[config.mk]
export PLATFORM = sky130hd
export DESIGN_NAME = fft_r2_ctrl_flat
export DESIGN_NICKNAME = d
export VERILOG_FILES = /design/src/rtl/fft_r2_ctrl_if.sv /design/src/rtl/fft_r2_ctrl.sv /design/src/flat_wrapper.sv
export SDC_FILE = /design/constraint.sdc
export NUM_CORES = 1
export LEC_CHECK = 0
export ABC_AREA = 0
export BUFFER_PORTS_ARGS = -buffer_cell sky130_fd_sc_hd__buf_2
export CAP_MARGIN = 0
export CORE_AREA = 2 2 53 65
export CTS_BUF_LIST = sky130_fd_sc_hd__clkbuf_8
export DETAILED_ROUTE_END_ITERATION = 12
export DIE_AREA = 0 0 55 67
export PLACE_DENSITY = 0.74
export RECOVER_POWER = 25
export SLEW_MARGIN = 10
export SYNTH_ARGS = -nofsm -noshare
export SYNTH_HDL_FRONTEND = slang
export SYNTH_SLANG_ARGS = --single-unit
[constraint.sdc]
create_clock -name clk -period 2.3 [get_ports clk]
set_input_delay 0.23 -clock clk [delete_from_list [all_inputs] [get_ports clk]]
set_output_delay 0.23 -clock clk [all_outputs]
set_load 0.01 [all_outputs]
[src/rtl/fft_r2_ctrl_if.sv]
// Handshake and memory-addressing bundle between the FFT sequencer and its
// start/butterfly/memory peers. The master modport is the sequencer side.
// The optional unload port pair exists only when FFT_CTRL_BITREV_UNLOAD_EN is defined.
interface fft_r2_ctrl_if #(
  parameter int ADDR_WIDTH = 3
);
  logic                  start;
  logic                  busy;
  logic                  done;
  logic [ADDR_WIDTH-1:0] stage;
  logic                  bf_valid;
  logic [ADDR_WIDTH-1:0] rd_addr_a;
  logic [ADDR_WIDTH-1:0] rd_addr_b;
  logic [ADDR_WIDTH-2:0] tw_addr;
  logic [ADDR_WIDTH-2:0] tag_out;
  logic [ADDR_WIDTH-2:0] tag_in;
  logic                  wr_en;
  logic [ADDR_WIDTH-1:0] wr_addr_a;
  logic [ADDR_WIDTH-1:0] wr_addr_b;
`ifdef FFT_CTRL_BITREV_UNLOAD_EN
  logic                  out_valid;
  logic [ADDR_WIDTH-1:0] out_addr;
`endif

  modport master (
    input  start, tag_in,
    output busy, done, stage, bf_valid, rd_addr_a, rd_addr_b, tw_addr,
           tag_out, wr_en, wr_addr_a, wr_addr_b
`ifdef FFT_CTRL_BITREV_UNLOAD_EN
  , output out_valid, out_addr
`endif
  );

  modport slave (
    output start, tag_in,
    input  busy, done, stage, bf_valid, rd_addr_a, rd_addr_b, tw_addr,
           tag_out, wr_en, wr_addr_a, wr_addr_b
`ifdef FFT_CTRL_BITREV_UNLOAD_EN
  , input  out_valid, out_addr
`endif
  );
endinterface

[src/rtl/fft_r2_ctrl.sv]
// In-place radix-2 DIT FFT sequencer: issues N/2 butterflies per stage,
// maps returned tags to write-back addresses and drains the butterfly
// pipeline between stages. Optional natural-order readout sweep is enabled
// by defining FFT_CTRL_BITREV_UNLOAD_EN.
module fft_r2_ctrl #(
  parameter int ADDR_WIDTH = 3,
  parameter int PIPE_LAT   = 3
) (
  input  logic           clk,
  input  logic           rst,
  fft_r2_ctrl_if.master  bus
);
  localparam int AW = ADDR_WIDTH;
  localparam int TW = ADDR_WIDTH - 1;
  localparam int CW = (PIPE_LAT > 1) ? $clog2(PIPE_LAT) : 1;

  typedef enum logic [2:0] {
    IDLE,
    RUN,
    DRAIN,
    DONE
`ifdef FFT_CTRL_BITREV_UNLOAD_EN
  , UNLOAD
`endif
  } state_t;

  state_t          state_q;
  logic [TW-1:0]   j_q;
  logic [AW-1:0]   stage_q;
  logic [CW-1:0]   cnt_q;
  logic            busy_q;
  logic            done_q;
  logic            bf_valid_q;
  logic [AW-1:0]   rd_a_q;
  logic [AW-1:0]   rd_b_q;
  logic [TW-1:0]   tw_q;
  logic [TW-1:0]   tag_q;
  logic [PIPE_LAT-1:0] dl_q;
`ifdef FFT_CTRL_BITREV_UNLOAD_EN
  logic [AW-1:0]   k_q;
  logic            out_valid_q;
  logic [AW-1:0]   out_addr_q;
`endif

  logic            iss_en;
  logic [TW-1:0]   iss_j;
  logic [AW-1:0]   iss_s;
  logic [AW-1:0]   iss_a;
  logic [AW-1:0]   iss_b;
  logic [TW-1:0]   iss_tw;
  logic            drain_last;
  logic            stage_last;
  logic            wr_en;
  logic [AW-1:0]   wr_a;
  logic [AW-1:0]   wr_b;

  // Upper-leg address: insert a zero at bit s of j (grp*2*half + pos).
  function automatic logic [AW-1:0] pair_a(input logic [TW-1:0] j, input logic [AW-1:0] s);
    logic [AW-1:0] jw;
    logic [AW-1:0] mask;
    jw   = {1'b0, j};
    mask = (AW'(1) << s) - AW'(1);
    return ((jw & ~mask) << 1) | (jw & mask);
  endfunction

  // Twiddle index: pos << (L-1-s); pos always fits in TW bits since s <= L-1.
  function automatic logic [TW-1:0] tw_idx(input logic [TW-1:0] j, input logic [AW-1:0] s);
    logic [TW-1:0] m;
    m = (TW'(1) << s) - TW'(1);
    return (j & m) << (AW'(AW - 1) - s);
  endfunction

`ifdef FFT_CTRL_BITREV_UNLOAD_EN
  function automatic logic [AW-1:0] bitrev(input logic [AW-1:0] k);
    logic [AW-1:0] r;
    r = '0;
    for (int unsigned i = 0; i < AW; i++) r[i] = k[AW-1-i];
    return r;
  endfunction
`endif

  assign drain_last = (cnt_q == CW'(PIPE_LAT - 1));
  assign stage_last = (stage_q == AW'(AW - 1));

  // Decide whether a butterfly is issued at the coming edge, and which one.
  always_comb begin
    iss_en = 1'b0;
    iss_j  = j_q + TW'(1);
    iss_s  = stage_q;
    case (state_q)
      IDLE: begin
        if (bus.start) begin
          iss_en = 1'b1;
          iss_j  = '0;
          iss_s  = '0;
        end
      end
      RUN: begin
        if (j_q != '1) iss_en = 1'b1;
      end
      DRAIN: begin
        if (drain_last && !stage_last) begin
          iss_en = 1'b1;
          iss_j  = '0;
          iss_s  = stage_q + AW'(1);
        end
      end
      default: ;
    endcase
    iss_a  = pair_a(iss_j, iss_s);
    iss_b  = iss_a | (AW'(1) << iss_s);
    iss_tw = tw_idx(iss_j, iss_s);
  end

  // Sequencer FSM with registered issue and status outputs.
  always_ff @(posedge clk or posedge rst) begin
    if (rst) begin
      state_q    <= IDLE;
      j_q        <= '0;
      stage_q    <= '0;
      cnt_q      <= '0;
      busy_q     <= 1'b0;
      done_q     <= 1'b0;
      bf_valid_q <= 1'b0;
      rd_a_q     <= '0;
      rd_b_q     <= '0;
      tw_q       <= '0;
      tag_q      <= '0;
`ifdef FFT_CTRL_BITREV_UNLOAD_EN
      k_q         <= '0;
      out_valid_q <= 1'b0;
      out_addr_q  <= '0;
`endif
    end else begin
      bf_valid_q <= iss_en;
      rd_a_q     <= iss_en ? iss_a  : '0;
      rd_b_q     <= iss_en ? iss_b  : '0;
      tw_q       <= iss_en ? iss_tw : '0;
      tag_q      <= iss_en ? iss_j  : '0;
      if (iss_en) begin
        j_q     <= iss_j;
        stage_q <= iss_s;
      end
      done_q <= 1'b0;
`ifdef FFT_CTRL_BITREV_UNLOAD_EN
      out_valid_q <= 1'b0;
      out_addr_q  <= '0;
`endif
      case (state_q)
        IDLE: begin
          if (bus.start) begin
            state_q <= RUN;
            busy_q  <= 1'b1;
          end
        end
        RUN: begin
          if (j_q == '1) begin
            state_q <= DRAIN;
            cnt_q   <= '0;
          end
        end
        DRAIN: begin
          if (!drain_last) begin
            cnt_q <= cnt_q + CW'(1);
          end else if (!stage_last) begin
            state_q <= RUN;
          end else begin
`ifdef FFT_CTRL_BITREV_UNLOAD_EN
            state_q     <= UNLOAD;
            k_q         <= '0;
            out_valid_q <= 1'b1;
            out_addr_q  <= '0;
`else
            state_q <= DONE;
            done_q  <= 1'b1;
`endif
          end
        end
`ifdef FFT_CTRL_BITREV_UNLOAD_EN
        UNLOAD: begin
          if (k_q == '1) begin
            state_q <= DONE;
            done_q  <= 1'b1;
          end else begin
            k_q         <= k_q + AW'(1);
            out_valid_q <= 1'b1;
            out_addr_q  <= bitrev(k_q + AW'(1));
          end
        end
`endif
        DONE: begin
          state_q <= IDLE;
          busy_q  <= 1'b0;
        end
        default: state_q <= IDLE;
      endcase
    end
  end

  // Issue strobe delayed by the read+butterfly latency gives the write strobe.
  always_ff @(posedge clk or posedge rst) begin
    if (rst) begin
      dl_q <= '0;
    end else begin
      dl_q[0] <= bf_valid_q;
      for (int unsigned i = 1; i < PIPE_LAT; i++) dl_q[i] <= dl_q[i-1];
    end
  end

  assign wr_en = dl_q[PIPE_LAT-1];

  // Write-back addresses from the returned tag; gated by wr_en so they read
  // zero whenever no write is pending (including right after reset).
  always_comb begin
    wr_a = '0;
    wr_b = '0;
    if (wr_en) begin
      wr_a = pair_a(bus.tag_in, stage_q);
      wr_b = wr_a | (AW'(1) << stage_q);
    end
  end

  assign bus.busy      = busy_q;
  assign bus.done      = done_q;
  assign bus.stage     = stage_q;
  assign bus.bf_valid  = bf_valid_q;
  assign bus.rd_addr_a = rd_a_q;
  assign bus.rd_addr_b = rd_b_q;
  assign bus.tw_addr   = tw_q;
  assign bus.tag_out   = tag_q;
  assign bus.wr_en     = wr_en;
  assign bus.wr_addr_a = wr_a;
  assign bus.wr_addr_b = wr_b;
`ifdef FFT_CTRL_BITREV_UNLOAD_EN
  assign bus.out_valid = out_valid_q;
  assign bus.out_addr  = out_addr_q;
`endif
endmodule
[src/flat_wrapper.sv]
// flat-port wrapper written by rule: the top's interface ports become plain ports
module fft_r2_ctrl_flat 
#(
  parameter int ADDR_WIDTH = 3,
  parameter int PIPE_LAT   = 3
)
  (clk, rst, bus_start, bus_tag_in, bus_busy, bus_done, bus_stage, bus_bf_valid, bus_rd_addr_a, bus_rd_addr_b, bus_tw_addr, bus_tag_out, bus_wr_en, bus_wr_addr_a, bus_wr_addr_b);
  fft_r2_ctrl_if #(.ADDR_WIDTH(ADDR_WIDTH)) bus_i ();
  input  logic clk;
  input  logic rst;
  input wire logic [$bits(bus_i.start)-1:0] bus_start;
  input wire logic [$bits(bus_i.tag_in)-1:0] bus_tag_in;
  output wire logic [$bits(bus_i.busy)-1:0] bus_busy;
  output wire logic [$bits(bus_i.done)-1:0] bus_done;
  output wire logic [$bits(bus_i.stage)-1:0] bus_stage;
  output wire logic [$bits(bus_i.bf_valid)-1:0] bus_bf_valid;
  output wire logic [$bits(bus_i.rd_addr_a)-1:0] bus_rd_addr_a;
  output wire logic [$bits(bus_i.rd_addr_b)-1:0] bus_rd_addr_b;
  output wire logic [$bits(bus_i.tw_addr)-1:0] bus_tw_addr;
  output wire logic [$bits(bus_i.tag_out)-1:0] bus_tag_out;
  output wire logic [$bits(bus_i.wr_en)-1:0] bus_wr_en;
  output wire logic [$bits(bus_i.wr_addr_a)-1:0] bus_wr_addr_a;
  output wire logic [$bits(bus_i.wr_addr_b)-1:0] bus_wr_addr_b;
  assign bus_i.start = bus_start;
  assign bus_i.tag_in = bus_tag_in;
  assign bus_busy = bus_i.busy;
  assign bus_done = bus_i.done;
  assign bus_stage = bus_i.stage;
  assign bus_bf_valid = bus_i.bf_valid;
  assign bus_rd_addr_a = bus_i.rd_addr_a;
  assign bus_rd_addr_b = bus_i.rd_addr_b;
  assign bus_tw_addr = bus_i.tw_addr;
  assign bus_tag_out = bus_i.tag_out;
  assign bus_wr_en = bus_i.wr_en;
  assign bus_wr_addr_a = bus_i.wr_addr_a;
  assign bus_wr_addr_b = bus_i.wr_addr_b;
  fft_r2_ctrl #(.ADDR_WIDTH(ADDR_WIDTH), .PIPE_LAT(PIPE_LAT)) u_core (.clk(clk), .rst(rst), .bus(bus_i));
endmodule
==> results.json <==
{
  "status": "finished, final reports clean",
  "hold_viol": 0,
  "grt_pass1_wl_microns": 6030,
  "setup_slack_ns": 0.00950,
  "synth_nets": 171,
  "startpoint": "u_core.state_q[1]",
  "grtUsageTotal_pct": 22.9,
  "chipHeight_microns": 67,
  "tightest_slew_ns": 0.619,
  "cp_num_buf_inv": 2,
  "critPathTopFamily": "compound AO/OA/AOI/OAI gates",
  "ys_types": 45,
  "synth_common_cells": "dfrtp_1 (25), inv_1 (17), ha_1 (15), nand2_1 (15), nor2_1 (12)",
  "synth_edf_count": 0,
  "port_buffers": 27,
  "power_leakage_nw": 1.02,
  "hp-class": "in2async",
  "rsz0062_at_grt": "yes",
  "antenna_found_initial": 0,
  "cts_buffers": 3,
  "syn_area_sq_mm": 0.00149,
  "clockBufferDepth": 2,
  "place_congestion": 0.928,
  "cp-end-kind": "flop",
  "ioPinCount": 28,
  "fillCellCount": 224,
  "cts_num_sinks": 25,
  "tns_ns": 0,
  "cpMostUsedCell": "ha_4",
  "nets": 227,
  "max_stage_delay_ns": 0.45,
  "yosys_warnings": 0,
  "critPathLaunchType": "flop",
  "timing.fmax_mhz": 437,
  "die_w_microns": 55,
  "path_max_fanout": 4,
  "postSynthAreaPerCell_sq_um": 9.89,
  "final-setup-viol-count": 0,
  "fin_crit_ns": 2.29,
  "diodes": 0,
  "ys_seq_elements": 25,
  "p_per_area_mw_per_mm2": 1330,
  "dp_hpwl_microns": 2610,
  "maxCapViolCount": 0,
  "ys.flop_type": "dfrtp_1",
  "yosys.area.top_type": "dfrtp_1",
  "ir_drop_v": 0.00100,
  "yosysMostFrequentCell": "dfrtp_1",
  "vias_per_cell": 5.51,
  "worstPathArrival_ns": 2.51,
  "cp_slowest_cell": "dfrtp_1",
  "fp-row-count": 22,
  "grt_pass1_vias": 1326,
  "timing.rr.start": "u_core.state_q[1]",
  "ys_seq_area_share_pct": 41.9,
  "firstDrtPassIters": 4,
  "place_ws_ns": -0.162,
  "clk-insertion-delay-late_ns": 0.28,
  "cts-root-buf": "clkbuf_8",
  "grt_overflow": 0,
  "clock-skew-final_ns": 0.00271,
  "crit_chain": "inv_2, ha_4, mux2i_4, a21o_2, a22oi_2, buf_4, ha_4, or2_4, a311oi_2, o21a_1",
  "period_share_pct": 99.6,
  "die_area_sq_mm": 0.00369,
  "grt_max_degree": 17,
  "cts.clk_slew.worst_paths_ns": 0.09,
  "synthCells": 151,
  "drt_iter0_markers": 30,
  "cp.required_ns": 2.52,
  "initial_utilization_pct": 49.3,
  "detail_route.wl_per_cell_microns": 16.0,
  "ys_async_sr_fraction_pct": 100,
  "core_sq_mm": 0.00303,
  "via_count": 1334,
  "synth_top_area_share_pct": 41.9,
  "ant_nets": 0,
  "routed_wl_microns": 3880,
  "area_growth_pct": 36.8,
  "drive_above_1_share_pct": 43.7,
  "relSlewSlack_pct": 58.7,
  "cts_hold_buf": 0,
  "slew_violations": 0,
  "htreeDepth": 1,
  "drc": 0,
  "worstSetupPathType": "reg2reg",
  "cts_tree": "done",
  "synthTopCellsByArea": "dfrtp_1 (42%), ha_1 (13%), inv_1 (4.3%)"
}
[timing repair]
item,in CTS,in global routing
hold endpoints to repair,0,0
buffers inserted,2,6
pin swaps,1,8
gates resized for setup,10,17
endpoints found under the setup margin,4,4
[sequential cells by signal, summed over array words and instances (netlist names)]
name                  flops
u_core.bus.rd_addr_a      3
u_core.bus.rd_addr_b      3
u_core.bus.stage          3
u_core.dl_q               3
u_core.bus.tag_out        2
u_core.bus.tw_addr        2
u_core.cnt_q              2
u_core.j_q                2
u_core.state_q            2
u_core.bus.bf_valid       1
u_core.bus.busy           1
u_core.bus.done           1
[power by group]
group          switching (mW)  internal (mW)
Sequential             0.0897          0.590
Clock                   0.143          0.120
Combinational           0.970          0.807
Total                    1.20           1.52
[cell families (layout without fill, tap and decap cells)]
family | count (synthesis) | count (layout) | share of synthesized area (%)
adder cells (fa/ha/maj) | 15 | 15 | 12.6
XOR/XNOR | 3 | 3 | 1.76
multiplexers | 3 | 3 | 2.10
flip-flops | 25 | 25 | 41.9
AND/OR/NAND/NOR | 46 | 46 | 16.8
AO/OA/AOI/OAI | 38 | 38 | 17.9
buffers and inverters | 21 | 76 | 6.96
[final timing paths]
check                                           to  slack [ns]  depth (start not counted)
min in group clk                    u_core.dl_q[1]        0.35                          0
max reg2reg                u_core.bus.rd_addr_a[1]        0.01                         10
min reg2reg                         u_core.dl_q[1]        0.35                          0
max in group asynchronous      u_core.bus.stage[0]        1.69                          3
min                          u_core.bus.tag_out[1]        0.01                          2
max                        u_core.bus.rd_addr_a[1]        0.01                         10
[per-stage QoR]
step | utilization, % | hold slack [ns] | area [sq um] | std cells | total power, mW
6_report | 67.4 | 0.0133 | 2040 | 242 | 2.72
5_1_grt | 67.4 | 0.0789 | 2040 | 242 | 2.92
4_1_cts | 63.3 | 0.0379 | 1920 | 236 | 2.52
3_5_place_dp | 59.7 | 0.333 | 1810 | 230 | 2.15
3_3_place_gp | 59.7 | 0.320 | 1810 | 230 | 2.08
2_1_floorplan | - | 0.257 | 1510 | 151 | 1.68
[per-layer routing]
layer / track usage, % / wire length (microns) / up-vias
li1: - / - / 630
met1: 26.3 / 1470 / 658
met2: 41.2 / 2230 / 35
met3: 2.69 / 99 / 11
met4: 9.45 / 82 / 0
met5: 0 / 0 / -
[cell usage in the layout, fill, tap and decap left out, types with 2 or more instances in the layout]
master,instances
nand3_1,3
buf_2,27
a22oi_2,2
clkbuf_8,3
inv_2,4
a21boi_0,2
nor2_1,12
inv_1,14
a22oi_1,3
nand2_1,15
xor2_1,2
buf_4,26
o21a_1,2
o21ai_0,8
a21oi_1,4
a21o_1,3
ha_4,6
dfrtp_1,24
and2b_2,3
ha_1,8
[final cells by class]
cell class / count / area (sq um) / share of cell area (%)
clock inverter: 1 / 3.75 / 0.184
inverter: 18 / 80.1 / 3.92
sequential: 25 / 627 / 30.7
multi-input combinational: 105 / 903 / 44.2
tap: 36 / 45.0 / 2.21
timing repair buffer: 54 / 342 / 16.7
clock buffer: 3 / 41.3 / 2.02
[worst reg2reg max path: cells and delay by family (launching register included)]
kind / cells / cell delay [ns]
AOI/OAI and AO/OA: 4 / 0.65
and+or+nand+nor: 1 / 0.25
DFF: 1 / 0.45
adders and majority gates: 2 / 0.33
buffers and inverters: 2 / 0.28
muxes: 1 / 0.27
(Power assumes the default switching activity.)
